## config.mk

```make
export PLATFORM = sky130hd
export DESIGN_NAME = cbus_arbiter_rr
export DESIGN_NICKNAME = d
export VERILOG_FILES = /design/src/rtl/cbus_arbiter_rr_pkg.sv /design/src/rtl/cbus_arbiter_rr_chk.sv /design/src/rtl/cbus_arbiter_rr_pick.sv /design/src/rtl/cbus_arbiter_rr.sv
export SDC_FILE = /design/constraint.sdc
export NUM_CORES = 1
export LEC_CHECK = 0
export CAP_MARGIN = 20
export CORE_AREA = 2 2 131 133
export DETAILED_ROUTE_END_ITERATION = 16
export DIE_AREA = 0 0 133 135
export PLACE_DENSITY = 0.54
export SKIP_LAST_GASP = 1
export SLEW_MARGIN = 20
export SYNTH_ARGS = -nofsm -noshare
export SYNTH_HDL_FRONTEND = slang
export SYNTH_SLANG_ARGS = --single-unit
```

## constraint.sdc

```tcl
create_clock -name clk -period 1.25 [get_ports clk]
set_clock_uncertainty 0.05 [all_clocks]
set_input_delay 0.1875 -clock clk [delete_from_list [all_inputs] [get_ports clk]]
set_output_delay 0.1875 -clock clk [all_outputs]
set_load 0.02 [all_outputs]
```

## src/rtl/cbus_arbiter_rr_pkg.sv

```systemverilog
// Common CBus package.
// Contents:
//   - cbus_req_t / cbus_resp_t : the cache-bus request and response beats.
//   - arb_state_t              : arbiter FSM states.
//   - CBUS_ARB_MAX_PORTS       : largest supported requester count.
//   - wrap_index()             : single-step modulo helper for ring indices.
package cbus_arbiter_rr_pkg;

  localparam int CBUS_ARB_MAX_PORTS = 8;

  typedef struct packed {
    logic        valid;
    logic        write;
    logic [31:0] addr;
    logic [31:0] wdata;
    logic [3:0]  wstrb;
    logic [7:0]  len;    // beats minus one
  } cbus_req_t;

  typedef struct packed {
    logic        ready;
    logic        last;
    logic [31:0] rdata;
  } cbus_resp_t;

  typedef enum logic [0:0] {
    ARB_IDLE = 1'b0,
    ARB_BUSY = 1'b1
  } arb_state_t;

  // Reduce an index that is at most 2*n-1 back into the range [0, n).
  function automatic int unsigned wrap_index(input int unsigned i, input int unsigned n);
    if (i >= n) begin
      return i - n;
    end else begin
      return i;
    end
  endfunction

endpackage

```

## src/rtl/cbus_arbiter_rr_chk.sv

```systemverilog
// cbus_arbiter_rr_chk: simulation-only protocol checker for the arbiter.
// Ports:
//   clk, reset    in  1  clock and synchronous active-high reset
//   busy          in  1  arbiter is holding a grant
//   granted_valid in  1  valid of the currently granted requester
module cbus_arbiter_rr_chk (
  input logic clk,
  input logic reset,
  input logic busy,
  input logic granted_valid
);

  // A granted requester must keep valid asserted until its burst ends.
  a_valid_held: assert property (@(posedge clk) disable iff (reset) busy |-> granted_valid);

endmodule

```

## src/rtl/cbus_arbiter_rr_pick.sv

```systemverilog
// cbus_arb_pick: purely combinational requester picker, shared by bus muxes.
// Ports:
//   valid     in  NUM_PORTS  request valid vector
//   rr_ptr    in  IDX_W      highest-priority index in round-robin mode
//   rr_mode   in  1          1 = round-robin scan from rr_ptr, 0 = lowest index wins
//   winner    out IDX_W      selected index (0 when nothing is valid)
//   any_valid out 1          at least one request is valid
module cbus_arb_pick
  import cbus_arbiter_rr_pkg::*;
#(
  parameter int NUM_PORTS = 2,
  parameter int IDX_W     = $clog2(NUM_PORTS)
) (
  input  logic [NUM_PORTS-1:0] valid,
  input  logic [IDX_W-1:0]     rr_ptr,
  input  logic                 rr_mode,
  output logic [IDX_W-1:0]     winner,
  output logic                 any_valid
);

  int unsigned      cand_s;
  logic [IDX_W-1:0] cand_idx_s;
  logic             found_s;

  // Scan candidates in priority order; the first valid one wins.
  always_comb begin
    winner     = '0;
    found_s    = 1'b0;
    cand_s     = 0;
    cand_idx_s = '0;
    any_valid  = |valid;
    for (int unsigned k = 0; k < NUM_PORTS; k++) begin
      if (rr_mode) begin
        cand_s = wrap_index(32'(rr_ptr) + k, NUM_PORTS);
      end else begin
        cand_s = k;
      end
      cand_idx_s = IDX_W'(cand_s);
      if (!found_s && valid[cand_idx_s]) begin
        winner  = cand_idx_s;
        found_s = 1'b1;
      end else begin
        // an earlier candidate already won, or this one is idle
      end
    end
  end

endmodule

```

## src/rtl/cbus_arbiter_rr.sv

```systemverilog
// cbus_arbiter_rr: N-port cache-bus arbiter with fixed-priority or
// round-robin policy. A grant is held for a whole burst and released on the
// response beat carrying last; at least one idle cycle separates grants.
// Optional feature macro: CBUS_ARB_PERF_EN adds per-port completion counters.
// Ports:
//   clk        in   1                       clock
//   reset      in   1                       synchronous, active-high
//   ireqs      in   NUM_PORTS x cbus_req_t  per-port requests
//   iresps     out  NUM_PORTS x cbus_resp_t per-port responses
//   oreq       out  cbus_req_t              request to memory
//   oresp      in   cbus_resp_t             response from memory
//   grant_cnt  out  NUM_PORTS x 32          completed transactions per port
//                                           (only with CBUS_ARB_PERF_EN)
module cbus_arbiter_rr
  import cbus_arbiter_rr_pkg::*;
#(
  parameter int NUM_PORTS = 2,
  parameter int RR_EN     = 1,
  parameter int IDX_W     = $clog2(NUM_PORTS)
) (
  input  logic       clk,
  input  logic       reset,
  input  cbus_req_t  ireqs  [NUM_PORTS],
  output cbus_resp_t iresps [NUM_PORTS],
  output cbus_req_t  oreq,
  input  cbus_resp_t oresp
`ifdef CBUS_ARB_PERF_EN
  ,
  output logic [31:0] grant_cnt [NUM_PORTS]
`endif
);

  arb_state_t           state_r, state_s;
  logic [IDX_W-1:0]     idx_r, idx_s;
  logic [IDX_W-1:0]     rr_ptr_r, rr_ptr_s;
  logic                 done_s;
  logic [NUM_PORTS-1:0] valid_vec_s;
  logic [IDX_W-1:0]     winner_s;
  logic                 any_valid_s;
  logic                 rr_mode_s;
  logic                 busy_s;
  logic                 gnt_valid_s;

  assign rr_mode_s = (RR_EN != 0) ? 1'b1 : 1'b0;

  // Collect the request valid bits for the picker.
  always_comb begin
    valid_vec_s = '0;
    for (int i = 0; i < NUM_PORTS; i++) begin
      valid_vec_s[i] = ireqs[i].valid;
    end
  end

  cbus_arb_pick #(
    .NUM_PORTS (NUM_PORTS),
    .IDX_W     (IDX_W)
  ) u_pick (
    .valid     (valid_vec_s),
    .rr_ptr    (rr_ptr_r),
    .rr_mode   (rr_mode_s),
    .winner    (winner_s),
    .any_valid (any_valid_s)
  );

  // State, grant index and round-robin pointer registers.
  always_ff @(posedge clk) begin
    if (reset) begin
      state_r  <= ARB_IDLE;
      idx_r    <= '0;
      rr_ptr_r <= '0;
    end else begin
      state_r  <= state_s;
      idx_r    <= idx_s;
      rr_ptr_r <= rr_ptr_s;
    end
  end

  // Next-state logic and bus routing; outputs depend only on registered
  // state/idx plus the live request/response, so there is no buffering.
  always_comb begin
    state_s  = state_r;
    idx_s    = idx_r;
    rr_ptr_s = rr_ptr_r;
    done_s   = 1'b0;
    oreq     = '0;
    for (int i = 0; i < NUM_PORTS; i++) begin
      iresps[i] = '0;
    end
    case (state_r)
      ARB_IDLE: begin
        if (any_valid_s) begin
          idx_s   = winner_s;
          state_s = ARB_BUSY;
        end else begin
          state_s = ARB_IDLE;
        end
      end
      ARB_BUSY: begin
        oreq          = ireqs[idx_r];
        iresps[idx_r] = oresp;
        if (oresp.ready && oresp.last) begin
          done_s  = 1'b1;
          state_s = ARB_IDLE;
          // The port just served drops to lowest priority.
          if (RR_EN != 0) begin
            rr_ptr_s = IDX_W'(wrap_index(32'(idx_r) + 32'd1, NUM_PORTS));
          end else begin
            rr_ptr_s = rr_ptr_r;
          end
        end else begin
          state_s = ARB_BUSY;
        end
      end
      default: begin
        state_s = ARB_IDLE;
      end
    endcase
  end

  assign busy_s      = (state_r == ARB_BUSY);
  assign gnt_valid_s = ireqs[idx_r].valid;

  cbus_arbiter_rr_chk u_chk (
    .clk           (clk),
    .reset         (reset),
    .busy          (busy_s),
    .granted_valid (gnt_valid_s)
  );

`ifdef CBUS_ARB_PERF_EN
  logic [31:0] cnt_r [NUM_PORTS];

  // Count completed transactions per port; wraps naturally at 2^32.
  always_ff @(posedge clk) begin
    if (reset) begin
      for (int i = 0; i < NUM_PORTS; i++) begin
        cnt_r[i] <= 32'd0;
      end
    end else begin
      for (int i = 0; i < NUM_PORTS; i++) begin
        if (done_s && (idx_r == IDX_W'(i))) begin
          cnt_r[i] <= cnt_r[i] + 32'd1;
        end else begin
          cnt_r[i] <= cnt_r[i];
        end
      end
    end
  end

  // Expose the counters.
  always_comb begin
    for (int i = 0; i < NUM_PORTS; i++) begin
      grant_cnt[i] = cnt_r[i];
    end
  end
`endif

endmodule
```

==> metrics, run 1 <==
outcome=finished, violations left; violated checks=negative setup slack; max frequency=0.569 GHz; worst-path cell with the longest stage delay=dfxtp_4; initial antenna violation count=0; cell family with most CP delay=buffers and inverters; final hold violation count=0; Die Y=135 µm; Arr. time, crit path=1.52 ns; placed cell area=5570 µm²; via/cell ratio=3.98; simple-gate area share of the yosys netlist=41.8%; Die X=133 µm; Max Cap Viol=0; WHS Endpoint=rr_ptr_r; DR vias=3,425; Post-synth EDFFs=0; die area=18,000 µm²; Std-Cell Rows=47; post-synthesis mux area share=43.5%; Static Leak=2.72 nW; Max rail drop VDD=0.324 mV; clock root cell=clkbuf_16; Hold Path Stages=2; PnR worst setup slack=-0.508 ns; power per cell area=504 nW/µm²; PortBufs=337; Tcrit/Tclk final=141%; H-Tree Depth=1; HPWL after DPL=9310 µm; gpl congestion=0.805; Critical R2R Capture=idx_r; Synth Instances=267; Nets=833; CTS tree=built; XOR/XNOR Fraction of Synth Area=0%; Synth Area in Adders=0%; r2r startpoint=idx_r; Setup violations, final=148; required time of the critical path=1.01 ns; syn_nets=459; Ys Warns=0; Critical Path Source Type=register; Reg2Reg Depth=7; CP max FO=5; Most common cell on crit path=buf_12; total grt overflow=0; number of synthesized register bits=3; Least-Margin Pin Slew=0.206 ns; hold_buf cts=0; max-slew violations=0; DRT iter0 DRCs=70; sequential share of the synthesized area=3.34%; antenna fix cells=0; placed cells=814; WS Path Type=reg2out; wire per inst=15.9 µm; largest net degree at the start of global routing=39; first-pass iteration count of the detailed router=4; Sink Count=3; CP endpoint kind=output port; CP Cell Sequence=buf_12 -> buf_12 -> buf_16 -> buf_8 -> mux2i_2 -> nor2_1 -> buf_4; worst-skew pair later-pin latency=0.22 ns; filler instances=1,635; total design power=3.21 mW; initial cell density of the core=10.9%; slowest stage delay, CP=0.35 ns; RSZ-0062 raised after global routing=yes; vias in the first global route=3,372; fraction of layout cells with a size suffix above 1=43.3%; Layout Cells excl Fill=860; Top FF cell, synth=dfxtp_1; final wirelength=13,700 µm; ANT nets after route=0; asr flop ratio synth=0%; Worst-path clk slew=0.03 ns; Post-Syn Area=1800 µm²; # DRC=0; Total Routing Usage GR=13.0%; I/O Pins=338; HP Class=reg2reg; hold path start=rr_ptr_r; Max Root-Sink Buffers=2; largest family of logic cells by synthesized area=multiplexers; area grow syn2layout=254%; first-pass GRT wire length=18,600 µm; CORE AREA=16,400 µm²; syn avg cell area=6.72 µm²; worst reg2reg setup slack=-0.06 ns; total CTS buffers=3; post-route design area=6360 µm²; synth unique cells=19; Slew HR=86.0%; compound-cell area share of the yosys netlist=1.67%; Tmin final=1.76 ns; number of buffers and inverters on the critical path=5
-- cells by family (layout without fill, tap and decap cells) --
logic type	Yosys count	in the layout
simple gates	152	152
mux	78	78
buf+inv	30	403
compound gates	4	4
flops	3	3
-- final cells by class --
cell class	count	area, µm²	share of cell area, %
Sequential cell	3	65.1	1.02
Tap cell	220	275	4.32
Multi-Input combinational cell	234	1870	29.3
Clock buffer	4	78.8	1.24
Timing Repair Buffer	397	4070	63.9
Inverter	2	10.0	0.157
-- report_power, final --
group | internal, mW | total, mW | switching (mW)
clock network | 0.421 | 0.509 | 0.0885
registers | 0.103 | 0.111 | 0.00836
logic | 1.50 | 2.59 | 1.09
-- synthesized netlist by cell type, types with 2 or more instances --
library cell | n | share of area [%]
dfxtp_1 | 3 | 3.3
buf_2 | 7 | 2.0
nor2_1 | 80 | 17
nor3_1 | 2 | 0.56
buf_4 | 6 | 2.5
and3_1 | 35 | 12
mux2i_1 | 78 | 43
and2_1 | 33 | 11
buf_8 | 2 | 1.7
clkbuf_1 | 12 | 2.5
-- layout by cell type, fill, tap and decap left out, types with 2 or more instances in the layout --
cell               n
buf_6             38
clkbuf_2           6
clkbuf_16          6
mux2i_1           54
and2_1            33
buf_8              2
mux2i_4            8
mux2i_2           16
nor2_4             3
nor3_1             2
nor2_2            22
clkdlybuf4s50_1  191
and3_1            20
clkdlybuf4s15_2   24
buf_16             9
and3_4            15
nor2_1            56
buf_2             32
buf_4             75
buf_12            16
-- worst reg2reg max path, stage by stage (launching register included) --
cell     delay [ns]
dfxtp_4        0.35
buf_4          0.13
buf_6          0.12
buf_6          0.12
buf_6          0.13
buf_4          0.14
o21ai_0        0.06
a21oi_1        0.09
-- layer usage --
layer  vias to the layer above  GRT usage [%]  wire length, µm
met4                         0           1.19               85
met1                      1551           14.2             5140
met3                        10           4.09             1230
li1                       1651              -                -
met2                       213           25.5             7230
met5                         -              0                0
-- state kept, by name (all words and copies together) (netlist names) --
register,flops
busy_s,1
rr_ptr_r,1
idx_r,1
-- through the flow --
stage          TNS, ns  utilization, %  hold slack [ns]  worst slack, ns
6_report        -55.49            38.8            0.505           -0.508
3_5_place_dp    -70.20            33.9            0.499           -0.574
2_1_floorplan   -0.206               -            0.202          -0.0609
4_1_cts         -58.06            36.9            0.506           -0.539
5_1_grt         -63.59            38.8            0.547           -0.580
3_3_place_gp    -68.55            33.9            0.472           -0.567
-- worst max path at each step --
stage            from        end  slack [ns]  cells past startpoint
3_3_place_gp    idx_r   oreq[77]       -0.57                      4
3_5_place_dp    idx_r  iresps[4]       -0.57                      3
6_report        idx_r   oreq[66]       -0.51                      7
2_1_floorplan  busy_s   oreq[57]       -0.06                      4
4_1_cts         idx_r   oreq[66]       -0.54                      7
5_1_grt         idx_r   oreq[66]       -0.58                      7
-- what timing repair did --
action | CTS | global route
buffers inserted | 18 | 14
hold endpoints to repair | 0 | 0
gates resized for setup | 547 | 183
pin swaps | 6 | 11
gates cloned | 11 | 4
setup endpoints to repair | 147 | 147
Note: power is estimated with default switching activity, not from simulation.
==> run 2, diff against run 1 <==
--- a/config.mk
+++ b/config.mk
@@ -7,6 +7,7 @@
 export LEC_CHECK = 0
 export CAP_MARGIN = 20
 export CORE_AREA = 2 2 131 133
+export CTS_CLUSTER_DIAMETER = 80
 export DETAILED_ROUTE_END_ITERATION = 16
 export DIE_AREA = 0 0 133 135
 export PLACE_DENSITY = 0.54
==> results of run 2 <==
Same layout as run 1: the final DEF is identical, and so are final timing and power.
